$ cat config.mk
export PLATFORM = sky130hd
export DESIGN_NAME = hazard_scoreboard_flat
export DESIGN_NICKNAME = d
export VERILOG_FILES = /design/src/rtl/hazard_scoreboard_if.sv /design/src/rtl/hazard_scoreboard.sv /design/src/flat_wrapper.sv
export SDC_FILE = /design/constraint.sdc
export NUM_CORES = 1
export LEC_CHECK = 0
export ABC_AREA = 1
export CORE_MARGIN = 2
export CORE_UTILIZATION = 53
export CTS_CLUSTER_DIAMETER = 40
export DETAILED_ROUTE_END_ITERATION = 8
export PLACE_DENSITY = 0.8
export SLEW_MARGIN = 30
export SYNTH_ARGS = -nofsm -noshare
export SYNTH_HDL_FRONTEND = slang
export SYNTH_SLANG_ARGS = --single-unit
$ cat constraint.sdc
create_clock -name clk -period 4.24 [get_ports clk]
set_input_delay 1.272 -clock clk [delete_from_list [all_inputs] [get_ports clk]]
set_output_delay 1.272 -clock clk [all_outputs]
set_load 0.03 [all_outputs]
$ cat src/rtl/hazard_scoreboard_if.sv
// Hazard unit bundle: D-stage decode flags/fields in, stall and forwarding
// selects plus the stall-cycle counter out.
interface hazard_scoreboard_if #(
    parameter int CNT_W = 16
);
    logic [4:0]       d_rs;
    logic [4:0]       d_rt;
    logic [4:0]       d_a3;
    logic             d_r_cal;
    logic             d_i_cal;
    logic             d_load;
    logic             d_store;
    logic             d_branch;
    logic             d_cbcl;
    logic             d_j_reg;
    logic             d_link;
    logic             d_sll;
    logic             stall;
    logic [1:0]       fwd_rs_d;
    logic [1:0]       fwd_rt_d;
    logic [1:0]       fwd_rs_e;
    logic [1:0]       fwd_rt_e;
    logic             fwd_rt_m;
    logic [CNT_W-1:0] stall_cnt;

    // Decoder side: drives the D-stage fields, observes the hazard decisions.
    modport master (
        output d_rs, d_rt, d_a3, d_r_cal, d_i_cal, d_load, d_store,
               d_branch, d_cbcl, d_j_reg, d_link, d_sll,
        input  stall, fwd_rs_d, fwd_rt_d, fwd_rs_e, fwd_rt_e, fwd_rt_m,
               stall_cnt
    );

    // Hazard unit side.
    modport slave (
        input  d_rs, d_rt, d_a3, d_r_cal, d_i_cal, d_load, d_store,
               d_branch, d_cbcl, d_j_reg, d_link, d_sll,
        output stall, fwd_rs_d, fwd_rt_d, fwd_rs_e, fwd_rt_e, fwd_rt_m,
               stall_cnt
    );
endinterface

$ cat src/rtl/hazard_scoreboard.sv
// Hazard scoreboard for the 5-stage core. Tracks in-flight destinations in a
// shadow E/M/W pipeline with Tnew countdowns, stalls D using Tuse/Tnew, picks
// the nearest ready forwarding source for D, E and M, and counts stall cycles.
module hazard_scoreboard #(
    parameter int CNT_W = 16
) (
    input  logic                  clk,
    input  logic                  reset,
    hazard_scoreboard_if.slave    hz
);

    localparam logic [1:0] TUSE_NONE = 2'd3;

    // Shadow pipeline state
    logic [4:0]       e_rs_q,   e_rs_d;
    logic [4:0]       e_rt_q,   e_rt_d;
    logic [4:0]       e_a3_q,   e_a3_d;
    logic [1:0]       e_tnew_q, e_tnew_d;
    logic [4:0]       m_rt_q,   m_rt_d;
    logic [4:0]       m_a3_q,   m_a3_d;
    logic [1:0]       m_tnew_q, m_tnew_d;
    logic [4:0]       w_a3_q,   w_a3_d;
    logic [CNT_W-1:0] stall_cnt_q, stall_cnt_d;

    // Combinational decisions
    logic [1:0] tuse_rs_s;
    logic [1:0] tuse_rt_s;
    logic [4:0] new_a3_s;
    logic [1:0] new_tnew_s;
    logic       stall_rs_s;
    logic       stall_rt_s;
    logic       stall_s;

    // A stage holds the operand only if it writes a real (non-$0) register.
    function automatic logic reg_match(input logic [4:0] a3, input logic [4:0] r);
        return (a3 != 5'd0) && (a3 == r);
    endfunction

    // D-stage source: E (3) > M (2) > W (1) > GRF (0); a stage whose result
    // is not ready yet is skipped so an older ready copy can still be used.
    function automatic logic [1:0] fwd_sel_d(
        input logic [4:0] r,
        input logic [4:0] ea3, input logic [1:0] etnew,
        input logic [4:0] ma3, input logic [1:0] mtnew,
        input logic [4:0] wa3
    );
        logic [1:0] sel;
        if (reg_match(ea3, r) && (etnew == 2'd0)) begin
            sel = 2'd3;
        end else if (reg_match(ma3, r) && (mtnew == 2'd0)) begin
            sel = 2'd2;
        end else if (reg_match(wa3, r)) begin
            sel = 2'd1;
        end else begin
            sel = 2'd0;
        end
        return sel;
    endfunction

    // E-stage source: M (2) > W (1) > pipe register (0).
    function automatic logic [1:0] fwd_sel_e(
        input logic [4:0] r,
        input logic [4:0] ma3, input logic [1:0] mtnew,
        input logic [4:0] wa3
    );
        logic [1:0] sel;
        if (reg_match(ma3, r) && (mtnew == 2'd0)) begin
            sel = 2'd2;
        end else if (reg_match(wa3, r)) begin
            sel = 2'd1;
        end else begin
            sel = 2'd0;
        end
        return sel;
    endfunction

    // Operand Tuse from the D-stage instruction class (3 = operand unused).
    always_comb begin
        tuse_rs_s = TUSE_NONE;
        tuse_rt_s = TUSE_NONE;
        if (hz.d_branch || hz.d_cbcl || hz.d_j_reg) begin
            tuse_rs_s = 2'd0;
            tuse_rt_s = 2'd0;
        end else if (hz.d_r_cal) begin
            tuse_rs_s = hz.d_sll ? TUSE_NONE : 2'd1;
            tuse_rt_s = 2'd1;
        end else if (hz.d_i_cal || hz.d_load || hz.d_store) begin
            tuse_rs_s = 2'd1;
            tuse_rt_s = hz.d_store ? 2'd2 : TUSE_NONE;
        end else begin
            tuse_rs_s = TUSE_NONE;
            tuse_rt_s = TUSE_NONE;
        end
    end

    // Tnew of the D instruction on entry to E; non-writers enter with a3=0.
    always_comb begin
        new_a3_s   = hz.d_a3;
        new_tnew_s = 2'd0;
        if (hz.d_load) begin
            new_tnew_s = 2'd2;
        end else if (hz.d_r_cal || hz.d_i_cal) begin
            new_tnew_s = 2'd1;
        end else if (hz.d_link || hz.d_cbcl) begin
            new_tnew_s = 2'd0;
        end else begin
            new_a3_s   = 5'd0;
            new_tnew_s = 2'd0;
        end
    end

    // Stall when an operand is needed before its in-flight producer is ready.
    always_comb begin
        stall_rs_s = 1'b0;
        stall_rt_s = 1'b0;
        if (tuse_rs_s != TUSE_NONE) begin
            stall_rs_s = (reg_match(e_a3_q, hz.d_rs) && (tuse_rs_s < e_tnew_q)) ||
                         (reg_match(m_a3_q, hz.d_rs) && (tuse_rs_s < m_tnew_q));
        end else begin
            stall_rs_s = 1'b0;
        end
        if (tuse_rt_s != TUSE_NONE) begin
            stall_rt_s = (reg_match(e_a3_q, hz.d_rt) && (tuse_rt_s < e_tnew_q)) ||
                         (reg_match(m_a3_q, hz.d_rt) && (tuse_rt_s < m_tnew_q));
        end else begin
            stall_rt_s = 1'b0;
        end
        stall_s = stall_rs_s || stall_rt_s;
    end

    // Shadow pipeline advance and saturating stall counter next state.
    always_comb begin
        w_a3_d   = m_a3_q;
        m_rt_d   = e_rt_q;
        m_a3_d   = e_a3_q;
        m_tnew_d = (e_tnew_q == 2'd0) ? 2'd0 : (e_tnew_q - 2'd1);
        e_rs_d   = 5'd0;
        e_rt_d   = 5'd0;
        e_a3_d   = 5'd0;
        e_tnew_d = 2'd0;
        if (stall_s) begin
            e_rs_d   = 5'd0;
            e_rt_d   = 5'd0;
            e_a3_d   = 5'd0;
            e_tnew_d = 2'd0;
        end else begin
            e_rs_d   = hz.d_rs;
            e_rt_d   = hz.d_rt;
            e_a3_d   = new_a3_s;
            e_tnew_d = new_tnew_s;
        end
        stall_cnt_d = stall_cnt_q;
        if (stall_s && (stall_cnt_q != {CNT_W{1'b1}})) begin
            stall_cnt_d = stall_cnt_q + {{(CNT_W-1){1'b0}}, 1'b1};
        end else begin
            stall_cnt_d = stall_cnt_q;
        end
    end

    // State registers; reset drops every in-flight entry.
    always_ff @(posedge clk) begin
        if (reset) begin
            e_rs_q      <= 5'd0;
            e_rt_q      <= 5'd0;
            e_a3_q      <= 5'd0;
            e_tnew_q    <= 2'd0;
            m_rt_q      <= 5'd0;
            m_a3_q      <= 5'd0;
            m_tnew_q    <= 2'd0;
            w_a3_q      <= 5'd0;
            stall_cnt_q <= {CNT_W{1'b0}};
        end else begin
            e_rs_q      <= e_rs_d;
            e_rt_q      <= e_rt_d;
            e_a3_q      <= e_a3_d;
            e_tnew_q    <= e_tnew_d;
            m_rt_q      <= m_rt_d;
            m_a3_q      <= m_a3_d;
            m_tnew_q    <= m_tnew_d;
            w_a3_q      <= w_a3_d;
            stall_cnt_q <= stall_cnt_d;
        end
    end

    assign hz.stall     = stall_s;
    assign hz.fwd_rs_d  = fwd_sel_d(hz.d_rs, e_a3_q, e_tnew_q, m_a3_q, m_tnew_q, w_a3_q);
    assign hz.fwd_rt_d  = fwd_sel_d(hz.d_rt, e_a3_q, e_tnew_q, m_a3_q, m_tnew_q, w_a3_q);
    assign hz.fwd_rs_e  = fwd_sel_e(e_rs_q, m_a3_q, m_tnew_q, w_a3_q);
    assign hz.fwd_rt_e  = fwd_sel_e(e_rt_q, m_a3_q, m_tnew_q, w_a3_q);
    assign hz.fwd_rt_m  = reg_match(w_a3_q, m_rt_q);
    assign hz.stall_cnt = stall_cnt_q;

endmodule
$ cat src/flat_wrapper.sv
// flat-port wrapper written by rule: the top's interface ports become plain ports
module hazard_scoreboard_flat 
#(
    parameter int CNT_W = 16
)
  (clk, reset, hz_d_rs, hz_d_rt, hz_d_a3, hz_d_r_cal, hz_d_i_cal, hz_d_load, hz_d_store, hz_d_branch, hz_d_cbcl, hz_d_j_reg, hz_d_link, hz_d_sll, hz_stall, hz_fwd_rs_d, hz_fwd_rt_d, hz_fwd_rs_e, hz_fwd_rt_e, hz_fwd_rt_m, hz_stall_cnt);
  hazard_scoreboard_if #(.CNT_W(CNT_W)) hz_i ();
  input  logic clk;
  input  logic reset;
  input wire logic [$bits(hz_i.d_rs)-1:0] hz_d_rs;
  input wire logic [$bits(hz_i.d_rt)-1:0] hz_d_rt;
  input wire logic [$bits(hz_i.d_a3)-1:0] hz_d_a3;
  input wire logic [$bits(hz_i.d_r_cal)-1:0] hz_d_r_cal;
  input wire logic [$bits(hz_i.d_i_cal)-1:0] hz_d_i_cal;
  input wire logic [$bits(hz_i.d_load)-1:0] hz_d_load;
  input wire logic [$bits(hz_i.d_store)-1:0] hz_d_store;
  input wire logic [$bits(hz_i.d_branch)-1:0] hz_d_branch;
  input wire logic [$bits(hz_i.d_cbcl)-1:0] hz_d_cbcl;
  input wire logic [$bits(hz_i.d_j_reg)-1:0] hz_d_j_reg;
  input wire logic [$bits(hz_i.d_link)-1:0] hz_d_link;
  input wire logic [$bits(hz_i.d_sll)-1:0] hz_d_sll;
  output wire logic [$bits(hz_i.stall)-1:0] hz_stall;
  output wire logic [$bits(hz_i.fwd_rs_d)-1:0] hz_fwd_rs_d;
  output wire logic [$bits(hz_i.fwd_rt_d)-1:0] hz_fwd_rt_d;
  output wire logic [$bits(hz_i.fwd_rs_e)-1:0] hz_fwd_rs_e;
  output wire logic [$bits(hz_i.fwd_rt_e)-1:0] hz_fwd_rt_e;
  output wire logic [$bits(hz_i.fwd_rt_m)-1:0] hz_fwd_rt_m;
  output wire logic [$bits(hz_i.stall_cnt)-1:0] hz_stall_cnt;
  assign hz_i.d_rs = hz_d_rs;
  assign hz_i.d_rt = hz_d_rt;
  assign hz_i.d_a3 = hz_d_a3;
  assign hz_i.d_r_cal = hz_d_r_cal;
  assign hz_i.d_i_cal = hz_d_i_cal;
  assign hz_i.d_load = hz_d_load;
  assign hz_i.d_store = hz_d_store;
  assign hz_i.d_branch = hz_d_branch;
  assign hz_i.d_cbcl = hz_d_cbcl;
  assign hz_i.d_j_reg = hz_d_j_reg;
  assign hz_i.d_link = hz_d_link;
  assign hz_i.d_sll = hz_d_sll;
  assign hz_stall = hz_i.stall;
  assign hz_fwd_rs_d = hz_i.fwd_rs_d;
  assign hz_fwd_rt_d = hz_i.fwd_rt_d;
  assign hz_fwd_rs_e = hz_i.fwd_rs_e;
  assign hz_fwd_rt_e = hz_i.fwd_rt_e;
  assign hz_fwd_rt_m = hz_i.fwd_rt_m;
  assign hz_stall_cnt = hz_i.stall_cnt;
  hazard_scoreboard #(.CNT_W(CNT_W)) u_core (.clk(clk), .reset(reset), .hz(hz_i));
endmodule
==> flow_summary_export.csv <==
group,metric,value,unit
sta,hold_viol,0,
synthesis,ys_seq_area_frac,0.346,
route,num_vias,2714,
floorplanning,fp.dieH,77.9,um
floorplanning,io_pins,52,
finish,nets,487,
synthesis,async_flop_share,0,
sta,layout_setup_ws,0.0894,ns
grt,grt_use_total,0.237,
floorplanning,row_count,26,
worst_hold_path,holdCritPathClass,"reg -> reg",
finish,diodes,0,
place,portBuffers,51,
finish,drive_gt1_frac,0.0917,
synthesis,synthSimpleGateAreaFrac,0.330,
synthesis,synthCells,404,
finish,n_fill_cell,447,
grt,antenna_found_initial,0,
finish,regArea,0.00100,mm^2
run,drv_cap,0,
route,wl_per_cell,13.0,um
route,drt-total-wl,6.86,mm
clocking,hold_buffers,0,
route,firstDrtPassIters,5,
grt,grt_overflow,0,
route,drt_iter0_markers,188,
place,post-place-ws,0.00835,ns
worst_setup_path,critical_path.startpoint,"hz_d_branch",
worst_setup_path,required,2.97,ns
synthesis,synth-main-ff-cell,"dfxtp_1",
route,drc,0,
floorplanning,fp.dieArea,0.00607,mm^2
clocking,clkSinkCount,50,
clocking,cts_tree,"built",
synthesis,synth_compound_area_frac,0.0631,
floorplanning,die_x,77.9,um
grt,grt_max_degree,33,
synthesis,synth_top_family_by_area,"simple AND/OR/NAND/NOR gates",
sta,drv_slew,0,
clocking,cts_buffer_depth,2,
synthesis,synth_xor_area_frac,0.151,
status,status,"finished, final reports clean",
sta,setup_viol,0,
synthesis,netlist_area,0.00289,mm^2
sta,period_share,0.979,
synthesis,synth_fa_ha_area_frac,0.0173,
worst_hold_path,worstHoldStart,"u_core.e_tnew_q[0]$_SDFF_PP0_",
place,postPlaceCellArea,0.00347,mm^2
synthesis,yosysWarnings,0,
worst_setup_path,r2r-start,"u_core.hz.stall_cnt[0]$_SDFFE_PP0P_",
finish,fin_area,0.00360,mm^2
finish,multi_input_area,0.00164,mm^2
synthesis,muxShareOfSynthArea,0,
grt,grt_pass1_wl,11.6,mm
clocking,cts_buffers,5,
sta,slew-limit-headroom,0.535,
clocking,clk_pin_slew,0.09,ns
floorplanning,initial_utilization,0.560,
sta,tightestPinTransition,0.691,ns
synthesis,syn_avg_cell_area,7.16,um^2
worst_setup_path,arrival,2.88,ns
worst_setup_path,worstSetupPathType,"in -> out",
synthesis,synth_seq_cells,50,
clocking,root_buffer,"clkbuf_8",
route,antenna_left,0,
synthesis,yosysUniqueCellTypes,31,
sta,period_minus_slack,4.15,ns
synthesis,synth_fp_nets,434,
place,dp_hpwl,5.26,mm
sta,hold_ws,0.457,ns
clocking,cts_htree_levels,2,
synthesis,synth_edf_count,0,
route,drt-vias-per-instance,5.14,
grt,grt_pass1_vias,2503,
power,p_leak,0.00150,uW
power,ir_drop,0.186,mV
sta,max_freq,241,MHz
worst_setup_path,worstPathMaxFanout,2,
place,place_congestion,0.953,
clocking,clk_latency,0.30,ns
worst_setup_path,endpoint_kind,"output port",
floorplanning,design.core.area,0.00517,mm^2
worst_setup_path,startpoint_type,"input port",
finish,areaGrowthSynthToFinish,24.6,%
sta,fin_skew,0.00780,ns
power,power_density,282,mW/mm^2
==> flip-flops by register name, indices dropped and copies added (netlist names) <==
| register | flops |
|---|---|
| u_core.e_a3_q | 5 |
| u_core.hz.stall_cnt | 16 |
| u_core.m_tnew_q | 2 |
| u_core.e_rs_q | 5 |
| u_core.e_tnew_q | 2 |
| u_core.w_a3_q | 5 |
| u_core.m_a3_q | 5 |
| u_core.e_rt_q | 5 |
| u_core.m_rt_q | 5 |
==> per-stage QoR <==
step	instances	utilization	power, uW	setup TNS [ns]
6_report	528	0.697	1020	0
5_1_grt	528	0.697	1070	-0.00541
4_1_cts	528	0.694	1020	0
3_5_place_dp	520	0.671	686	0
3_3_place_gp	520	0.671	682	0
2_1_floorplan	404	-	620	0
==> report_power, final <==
part           switching, uW  internal [uW]
Combinational           92.4           80.4
Clock                    162            176
Sequential              19.4            487
==> repair_timing <==
action / in CTS / in global routing
pin swaps: 0 / 1
gates resized for setup: 1 / 5
endpoints found under the hold margin: 0 / 0
endpoints found under the setup margin: 1 / 1
setup buffers: 0 / 0
==> cells in the final DEF, fill, tap and decap left out, types with 21 or more instances in the layout <==
cell type and n:
nand3_1 34, inv_1 46, dfxtp_1 50, xor2_1 21, xnor2_1 29, nor2_1 53
clkdlybuf4s50_1 44, nand2_1 77
==> synthesized netlist by cell type, types with 4 or more instances <==
cell / instances / share of area
a21oi_1: 15 / 0.026
a21oi_2: 4 / 0.012
clkbuf_1: 7 / 0.0091
dfxtp_1: 50 / 0.35
ha_1: 4 / 0.017
inv_1: 46 / 0.060
inv_2: 4 / 0.0052
nand2_1: 77 / 0.10
nand3_1: 34 / 0.059
nand4_1: 8 / 0.017
nor2_1: 53 / 0.069
nor3_1: 13 / 0.022
nor3b_1: 5 / 0.013
nor4_1: 6 / 0.013
xnor2_1: 29 / 0.088
xor2_1: 21 / 0.064
==> area by class of cell <==
class | instances | area share
clock buffers | 5 | 0.0191
clock inverters | 3 | 0.0125
inverters | 50 | 0.0521
multi-input cells | 290 | 0.455
flip-flops and latches | 50 | 0.278
well taps | 70 | 0.0243
repair buffers | 60 | 0.159
==> logic make-up after synthesis <==
family	count (synthesis)
AOI/OAI and AO/OA	30
xor gates and xnor gates	50
adders and majority gates	4
buffers and inverters	64
DFF	50
and+or+nand+nor	206
==> critical path, cell delays in order <==
cell,delay [ns]
clkdlybuf4s50_1,0.43
nor4_2,0.22
buf_4,0.15
ha_1,0.24
a21oi_2,0.15
nand2_1,0.06
nand2_1,0.08
nand2_2,0.07
nand2_4,0.07
buf_6,0.13
==> final timing paths <==
kind                            cells after the start  slack (ns)                              endpoint
worst max register to register                      9        2.15  u_core.hz.stall_cnt[13]$_SDFFE_PP0P_
worst min register to register                      1        0.46         u_core.m_tnew_q[0]$_SDFF_PP0_
worst min-delay path                                1        0.46         u_core.m_tnew_q[0]$_SDFF_PP0_
worst max-delay path                               10        0.09                              hz_stall
==> per-layer routing <==
metal	wire length, um	GRT usage	part of all wire	vias up
li1	-	-	-	1392
met1	3260	0.337	0.48	1224
met2	3110	0.366	0.45	88
met3	393	0.0477	0.057	10
met4	93	0.0614	0.014	0
met5	0	0	0	-
Power figures use the tool's default switching activity.
